## config.mk

```make
export PLATFORM = sky130hd
export DESIGN_NAME = strobe_pulse_gen
export DESIGN_NICKNAME = d
export VERILOG_FILES = /design/src/rtl/strobe_pulse_gen.sv
export SDC_FILE = /design/constraint.sdc
export NUM_CORES = 1
export LEC_CHECK = 0
export ABC_AREA = 1
export BUFFER_PORTS_ARGS = -buffer_cell sky130_fd_sc_hd__buf_4
export CORE_AREA = 2 2 39 41
export CTS_CLUSTER_SIZE = 25
export DETAILED_ROUTE_END_ITERATION = 16
export DIE_AREA = 0 0 41 43
export GPL_TIMING_DRIVEN = 0
export PLACE_DENSITY_LB_ADDON = 0.08
export SLEW_MARGIN = 5
export SYNTH_ARGS = -nofsm -noshare
export SYNTH_HDL_FRONTEND = slang
export SYNTH_SLANG_ARGS = --single-unit
export TNS_END_PERCENT = 20
```

## constraint.sdc

```tcl
create_clock -name clk -period 5.1 [get_ports clk]
set_clock_uncertainty 0.2 [all_clocks]
set_input_delay 0.255 -clock clk [delete_from_list [all_inputs] [get_ports clk]]
set_output_delay 0.255 -clock clk [all_outputs]
set_load 0.005 [all_outputs]
```

## src/rtl/strobe_pulse_gen.sv

```systemverilog
`default_nettype none
// ============================================================================
// Module      : strobe_pulse_gen
// Description : Queues single-cycle trigger requests and emits them as
//               fixed-width strobe pulses, each HIGH_CYCLES wide and followed
//               by at least GAP_CYCLES low cycles. A pulse only launches while
//               hold_i is low and is cut short if hold_i rises mid-pulse.
// Revision    : 1.0 - initial release
// ----------------------------------------------------------------------------
// Ports
//   clk         in   1       rising-edge clock
//   rst_n       in   1       synchronous active-low reset
//   req_i       in   1       trigger request, one request per sampled-high cycle
//   hold_i      in   1       downstream inhibit; no pulse may run while high
//   strobe_o    out  1       shaped strobe (registered)
//   busy_o      out  1       FSM is not idle
//   done_o      out  1       one-cycle pulse: a pulse ran its full width
//   abort_o     out  1       one-cycle pulse: a pulse was truncated by hold_i
//   overflow_o  out  1       one-cycle pulse: request dropped, queue full
//   pend_o      out  PEND_W  requests queued but not yet launched
// ============================================================================
module strobe_pulse_gen #(
    parameter int HIGH_CYCLES = 2,
    parameter int GAP_CYCLES  = 1,
    parameter int PEND_W      = 3
) (
    input  logic              clk,
    input  logic              rst_n,
    input  logic              req_i,
    input  logic              hold_i,
    output logic              strobe_o,
    output logic              busy_o,
    output logic              done_o,
    output logic              abort_o,
    output logic              overflow_o,
    output logic [PEND_W-1:0] pend_o
);

    // One shared down-counter times both the high phase and the gap phase,
    // so it is sized for whichever of the two is longer.
    localparam int c_CNT_MAX = ((HIGH_CYCLES > GAP_CYCLES) ? HIGH_CYCLES : GAP_CYCLES) - 1;
    localparam int c_CNT_W   = (c_CNT_MAX > 0) ? $clog2(c_CNT_MAX + 1) : 1;

    localparam logic [c_CNT_W-1:0] c_HIGH_LOAD = c_CNT_W'(HIGH_CYCLES - 1);
    localparam logic [c_CNT_W-1:0] c_GAP_LOAD  = c_CNT_W'(GAP_CYCLES - 1);
    localparam logic [c_CNT_W-1:0] c_CNT_ZERO  = '0;
    localparam logic [PEND_W-1:0]  c_PEND_MAX  = '1;
    localparam logic [PEND_W-1:0]  c_PEND_ZERO = '0;

    typedef enum logic [1:0] {
        S_IDLE = 2'd0,
        S_HIGH = 2'd1,
        S_GAP  = 2'd2
    } state_t;

    state_t              r_state;
    logic [c_CNT_W-1:0]  r_cnt;
    logic [PEND_W-1:0]   r_pend;
    logic                r_strobe;
    logic                r_busy;
    logic                r_done;
    logic                r_abort;
    logic                r_ovf;

    state_t              w_state_nxt;
    logic [c_CNT_W-1:0]  w_cnt_nxt;
    logic                w_launch;
    logic                w_done_nxt;
    logic                w_abort_nxt;
    logic                w_ovf_nxt;
    logic                w_inc;
    logic [PEND_W-1:0]   w_pend_nxt;

    // ------------------------------------------------------------------
    // Next-state / pulse-shaping logic
    // ------------------------------------------------------------------
    always_comb begin
        w_state_nxt = r_state;
        w_cnt_nxt   = r_cnt;
        w_launch    = 1'b0;
        w_done_nxt  = 1'b0;
        w_abort_nxt = 1'b0;

        case (r_state)
            S_IDLE: begin
                // Uses the registered queue depth, so a request can never
                // launch on the same edge it is captured.
                if ((r_pend != c_PEND_ZERO) && !hold_i) begin
                    w_launch    = 1'b1;
                    w_state_nxt = S_HIGH;
                    w_cnt_nxt   = c_HIGH_LOAD;
                end
            end

            S_HIGH: begin
                // hold_i wins over normal completion, even on the last
                // high cycle; the aborted request is not retried.
                if (hold_i) begin
                    w_abort_nxt = 1'b1;
                    w_state_nxt = S_GAP;
                    w_cnt_nxt   = c_GAP_LOAD;
                end else if (r_cnt == c_CNT_ZERO) begin
                    w_done_nxt  = 1'b1;
                    w_state_nxt = S_GAP;
                    w_cnt_nxt   = c_GAP_LOAD;
                end else begin
                    w_cnt_nxt   = r_cnt - 1'b1;
                end
            end

            S_GAP: begin
                if (r_cnt == c_CNT_ZERO) begin
                    w_state_nxt = S_IDLE;
                end else begin
                    w_cnt_nxt   = r_cnt - 1'b1;
                end
            end

            default: begin
                w_state_nxt = S_IDLE;
                w_cnt_nxt   = c_CNT_ZERO;
            end
        endcase
    end

    // ------------------------------------------------------------------
    // Pending-request queue depth
    // ------------------------------------------------------------------
    // A full queue still accepts a request on a launch edge, because the
    // launch frees a slot on that same edge.
    always_comb begin
        w_ovf_nxt  = req_i && (r_pend == c_PEND_MAX) && !w_launch;
        w_inc      = req_i && !w_ovf_nxt;
        w_pend_nxt = r_pend + PEND_W'(w_inc) - PEND_W'(w_launch);
    end

    // ------------------------------------------------------------------
    // State and output registers
    // ------------------------------------------------------------------
    always_ff @(posedge clk) begin
        if (!rst_n) begin
            r_state  <= S_IDLE;
            r_cnt    <= c_CNT_ZERO;
            r_pend   <= c_PEND_ZERO;
            r_strobe <= 1'b0;
            r_busy   <= 1'b0;
            r_done   <= 1'b0;
            r_abort  <= 1'b0;
            r_ovf    <= 1'b0;
        end else begin
            r_state  <= w_state_nxt;
            r_cnt    <= w_cnt_nxt;
            r_pend   <= w_pend_nxt;
            // Outputs are registered copies of the decoded next state so
            // they line up with r_state after each edge.
            r_strobe <= (w_state_nxt == S_HIGH);
            r_busy   <= (w_state_nxt != S_IDLE);
            r_done   <= w_done_nxt;
            r_abort  <= w_abort_nxt;
            r_ovf    <= w_ovf_nxt;
        end
    end

    assign strobe_o   = r_strobe;
    assign busy_o     = r_busy;
    assign done_o     = r_done;
    assign abort_o    = r_abort;
    assign overflow_o = r_ovf;
    assign pend_o     = r_pend;

endmodule
`default_nettype wire
```

==> results of run 1 <==
## synthesized netlist by cell type, drive strengths merged
library cell / count / share of area
nand2: 15 / 0.16
inv: 12 / 0.096
dfxtp: 11 / 0.47
nor2: 8 / 0.091
nand3: 5 / 0.053
a21oi: 2 / 0.021
nand3b: 2 / 0.032
fa: 1 / 0.043
ha: 1 / 0.027
nor3: 1 / 0.011
## per-stage QoR
stage               instances   util  hold slack (ns)
finish                     90  0.439           0.0348
floorplan                  58      -            0.132
global route               90  0.439           0.0245
global placement           85  0.413            0.263
CTS                        90  0.439           0.0250
detailed placement         85  0.413            0.265
## registers in the layout (all words and copies together), names as in the netlist
signal	count
pend_o	3
r_state	2
abort_o	1
busy_o	1
done_o	1
overflow_o	1
r_cnt	1
strobe_o	1
## cells by family (layout without fill, tap and decap cells)
family                   after synthesis  count (layout)  synth area share
AND/OR/NAND/NOR                       31              31             0.344
AO/OA/AOI/OAI                          2               2            0.0213
adder cells (fa/ha/maj)                2               2            0.0693
flip-flops                            11              11             0.469
buffers and inverters                 12              28            0.0960
## per-layer routing
metal  wire length (microns)  vias up
met5                       0        -
li1                        -      208
met1                     370      168
met4                      10        0
met2                     322        6
met3                      34        2
## cell type report
| class | count | area [sq um] | area share |
|---|---|---|---|
| flip-flops and latches | 11 | 220 | 0.362 |
| repair buffers | 12 | 92.6 | 0.152 |
| clock buffers | 4 | 26.3 | 0.0432 |
| inverters | 12 | 45.0 | 0.0741 |
| well taps | 16 | 20.0 | 0.0329 |
| multi-input cells | 35 | 204 | 0.335 |
## worst max-delay path, delay by kind of cell
| kind | cells | cell delay (ns) |
|---|---|---|
| AOI/OAI and AO/OA | 1 | 0.12 |
| buffers and inverters | 3 | 0.74 |
| adders and majority gates | 2 | 0.52 |
| and+or+nand+nor | 4 | 0.38 |
## power by group
group	switching [uW]	internal [uW]	total [uW]
logic	60.3	54.8	115
registers	17.8	108	126
clock network	27.6	30.2	57.8
total	106	193	299
## cells in the final DEF, fill, tap and decap left out
cell / synthesis / routed
dlygate4sd3_1: 0 / 1
nand2_2: 4 / 4
inv_2: 2 / 2
nor3_1: 1 / 1
nand3_1: 5 / 5
buf_4: 0 / 11
nor2_2: 2 / 2
a21oi_1: 2 / 2
nor2_1: 5 / 5
dfxtp_1: 11 / 11
nor2_4: 1 / 1
nand2_4: 1 / 1
fa_1: 1 / 1
ha_1: 1 / 1
nand3b_1: 2 / 2
nand2_1: 10 / 10
inv_1: 10 / 10
clkbuf_1: 0 / 1
clkbuf_4: 0 / 3
## how the worst max path moves through the flow
stage,slack (ns),endpoint
floorplan,3.33,pend_o[2]
global placement,3.23,pend_o[2]
detailed placement,3.25,pend_o[2]
CTS,3.07,pend_o[2]
global route,2.96,pend_o[2]
finish,3.05,pend_o[2]
## what timing repair did
item	4_1_cts	5_1_grt
hold endpoints to repair	1	0
hold buffers	1	0
setup endpoints to repair	0	0
==> qor.yml, run 1 <==
reg2reg_depth: 10
start_kind: "input port"
crit_arrival_ns: 2.01
endpoint_kind: "flop"
syn_avg_cell_area_sq_um: 8.09
start_util: 0.339
vias: 384
tns_ns: 0
vdd.ir_drop.worst_mv: 0.258
drt_wl_total_microns: 738
diodes: 0
report.final.hold_viol_count: 0
ys_seq_area_frac: 0.469
cts_max_level: 1
area_growth_pct: 29.6
setup_slack_ns: 3.05
gp_congestion: 0.705
fmax_mhz: 489
cts_root_buf: "clkbuf_4"
cts_tree: "done"
power.density_nw_per_um2: 492
postSynthCellCount: 58
antenna_found_initial: 0
wl_per_cell_microns: 8.20
use_met2: 0.103
io_buffers: 11
place_ws_ns: 3.25
drive_gt1_frac: 0.324
worst-slew-pin-transition_ns: 0.182
min_from: "rst_n"
core_area_sq_um: 1380
die_h_microns: 43
synthesis.area_sq_um: 469
status: "finished, final reports clean"
cts_made_buffers: 3
cp_slowest_cell: "dlygate4sd3_1"
synth.distinct_cells: 15
yosys_warnings: 0
final_nets: 81
placementRows: 14
crit_start: "hold_i"
drv_slew: 0
rsz0062_at_grt: "false"
grt_util_met1: 0.162
path_clk_slew_ns: 0.07
cp.required_ns: 5.06
crit_chain: "dlygate4sd3_1, buf_4, nor2_4, nand3b_1, nand2_1, ha_1, inv_1, fa_1, a21oi_1, nor2_1"
cp_max_fo: 3
design_area_sq_um: 608
finalCritPeriodShare: 0.401
hold_end: "pend_o[0]"
worst_skew_pair.late_latency_ns: 0.26
rr_endpoint: "pend_o[2]"
avgViaCountPerCell: 4.27
leakage_uw: 0.000334
overflow: 0
place_area_sq_um: 572
clock_path_buffers: 2
ys_seq_elements: 11
drc: 0
ant_nets: 0
cts_resized: 0
r2r_slack_ns: 3.25
power_uw: 299
reg2reg_from: "pend_o[1]"
slew_headroom: 0.878
path_class: "input port to flop"
hold_class: "input port to flop"
first_pass_iters: 4
initialDrtViolationCount: 4
hpwl_microns: 567
grt_max_degree: 7
syn_nets: 64
grt_pass1_vias: 286
setup_violations: 0
drv_cap: 0
die_w_microns: 41
busiest_layer: "met1"
min_path_cells: 3
grt_pass1_wl_microns: 1190
die_area_sq_um: 1760
io_pins: 12
met3_usage: 0.0471
nFillCells: 149
gr-usage-all-layers: 0.107
slowest_delay_ns: 0.54
cts_setup_buffers: 0
cts.sinks: 11
fin_crit_ns: 2.05
Power figures use the tool's default switching activity.
==> inputs of run 2 (changes only) <==
==> constraint.sdc (replaced) <==
create_clock -name clk -period 2 [get_ports clk]
set_clock_uncertainty 0.2 [all_clocks]
set_input_delay 0.1 -clock clk [delete_from_list [all_inputs] [get_ports clk]]
set_output_delay 0.1 -clock clk [all_outputs]
set_load 0.005 [all_outputs]
==> qor.yml, run 2 (synthesis results as in run 1) <==
holdWs_ns: 0.351  # +0.316 ns
rsz0062_at_grt: "false"
tns_ns: 0  # unchanged
cp_slowest_cell: "dlygate4sd3_1"
start_kind: "input port"
antenna_found_initial: 0  # unchanged
power.density_nw_per_um2: 1200  # +140%
grt_pass1_vias: 293  # +2.4%
cts_setup_buffers: 0  # unchanged
min_from: "r_state[0]"
final_nets: 84  # +3.7%
crit_arrival_ns: 1.85  # -0.16 ns
setup_violations: 0  # unchanged
crit_chain: "dlygate4sd3_1, buf_4, nor2_4, nand3b_1, nand2_1, ha_1, inv_1, fa_1, a21oi_1, nor2_1"
drv_slew: 0  # unchanged
cts.sinks: 11  # unchanged
placementRows: 14  # unchanged
initialDrtViolationCount: 7  # +3
largest_register_ffs: 3  # unchanged
drc: 0  # unchanged
core_area_sq_um: 1380  # unchanged
gr-usage-all-layers: 0.109  # +0.00202
die_h_microns: 43  # unchanged
wl_per_cell_microns: 8.00  # -2.4%
cts_hold_buf: 4  # +3
worst_skew_pair.late_latency_ns: 0.26  # about the same
place_ws_ns: 0.151  # -3.10 ns
io_buffers: 11  # unchanged
diodes: 0  # unchanged
area_growth_pct: 36.0
overflow: 0  # unchanged
endpoint_kind: "flop"
min_path_cells: 3  # unchanged
reg2reg_depth: 10  # unchanged
first_pass_iters: 2  # -2
slowest_delay_ns: 0.54  # about the same
power_uw: 767  # +160%
hpwl_microns: 567  # unchanged
nFillCells: 144  # -3.4%
path_delay_family: "buffers and inverters"
grt_pass1_wl_microns: 1210  # +2.4%
most-common-layout-cells: "dfxtp_1, buf_4, inv_1, nand2_1"
cp_max_fo: 3  # unchanged
drt_wl_total_microns: 744  # +0.81%
rr_endpoint: "pend_o[2]"
reg2reg_from: "pend_o[1]"
gp_congestion: 0.705  # unchanged
cp.required_ns: 1.96  # -3.10 ns
drive_gt1_frac: 0.312  # -0.0126
cts_max_level: 1  # unchanged
hold_end: "r_cnt"
cts_resized: 0  # unchanged
worst-slew-pin-transition_ns: 0.182  # -0.00000167 ns
slew_headroom: 0.878  # about the same
setup_slack_ns: 0.109  # -2.95 ns
die_area_sq_um: 1760  # unchanged
ant_nets: 0  # unchanged
fin_crit_ns: 1.89
drv_cap: 0  # unchanged
grt_max_degree: 7  # unchanged
clock_path_buffers: 2  # unchanged
vdd.ir_drop.worst_mv: 0.657  # +150%
leakage_uw: 0.000349  # +4.6%
cts_made_buffers: 3  # unchanged
vias: 391  # +1.8%
status: "finished, final reports clean"
path_buf_inv: 3  # unchanged
hold_class: "flop to flop"
io_pins: 12  # unchanged
path_class: "input port to flop"
avgViaCountPerCell: 4.20  # -1.5%
r2r_slack_ns: 0.15  # -3.10 ns
report.final.hold_viol_count: 0  # unchanged
cts_root_buf: "clkbuf_4"
finalCritPeriodShare: 0.946
cts_tree: "done"
start_util: 0.339  # unchanged
fmax_mhz: 529
path_clk_slew_ns: 0.07  # about the same
die_w_microns: 41  # unchanged
[run 2: cell type report]
cell class,instances,area [sq um],share of cell area
Tap cell,16,20.0,0.0314
Inverter,12,45.0,0.0706
Multi-Input combinational cell,35,204,0.320
Clock buffer,4,26.3,0.0412
Timing Repair Buffer,15,123,0.192
Sequential cell,11,220,0.345
[run 2: per-layer routing]
layer  GRT usage  part of all wire  up-vias
met5           0                 0        -
met4       0.100             0.013        0
met3      0.0471             0.046        2
met2       0.106              0.43        6
met1       0.165              0.51      169
li1            -                 -      214
[run 2: worst max-delay path by stage]
stage,startpoint,to,cells past startpoint
after floorplan,pend_o[1],pend_o[2],10
after global placement,pend_o[1],pend_o[2],10
after detailed placement,pend_o[1],pend_o[2],10
after CTS,hold_i,pend_o[2],10
after global routing,pend_o[1],pend_o[2],10
final,hold_i,pend_o[2],10
[run 2: tightest hold or removal path: stages, from the launching register on]
cell,delay [ns]
dfxtp_1,0.32
inv_2,0.05
nand3_1,0.07
a21oi_1,0.06
[run 2: through the flow]
| step | utilization | cells | cell area [sq um] |
|---|---|---|---|
| 2_1_floorplan | - | 58 | 469 |
| 3_3_place_gp | 0.413 | 85 | 572 |
| 3_5_place_dp | 0.413 | 85 | 572 |
| 4_1_cts | 0.461 | 93 | 638 |
| 5_1_grt | 0.461 | 93 | 638 |
| 6_report | 0.461 | 93 | 638 |
[run 2: where the power goes]
group / internal (uW) / total (uW) / switching (uW)
Combinational: 144 / 298 / 155
Clock: 77.0 / 147 / 69.7
Sequential: 277 / 322 / 45.4
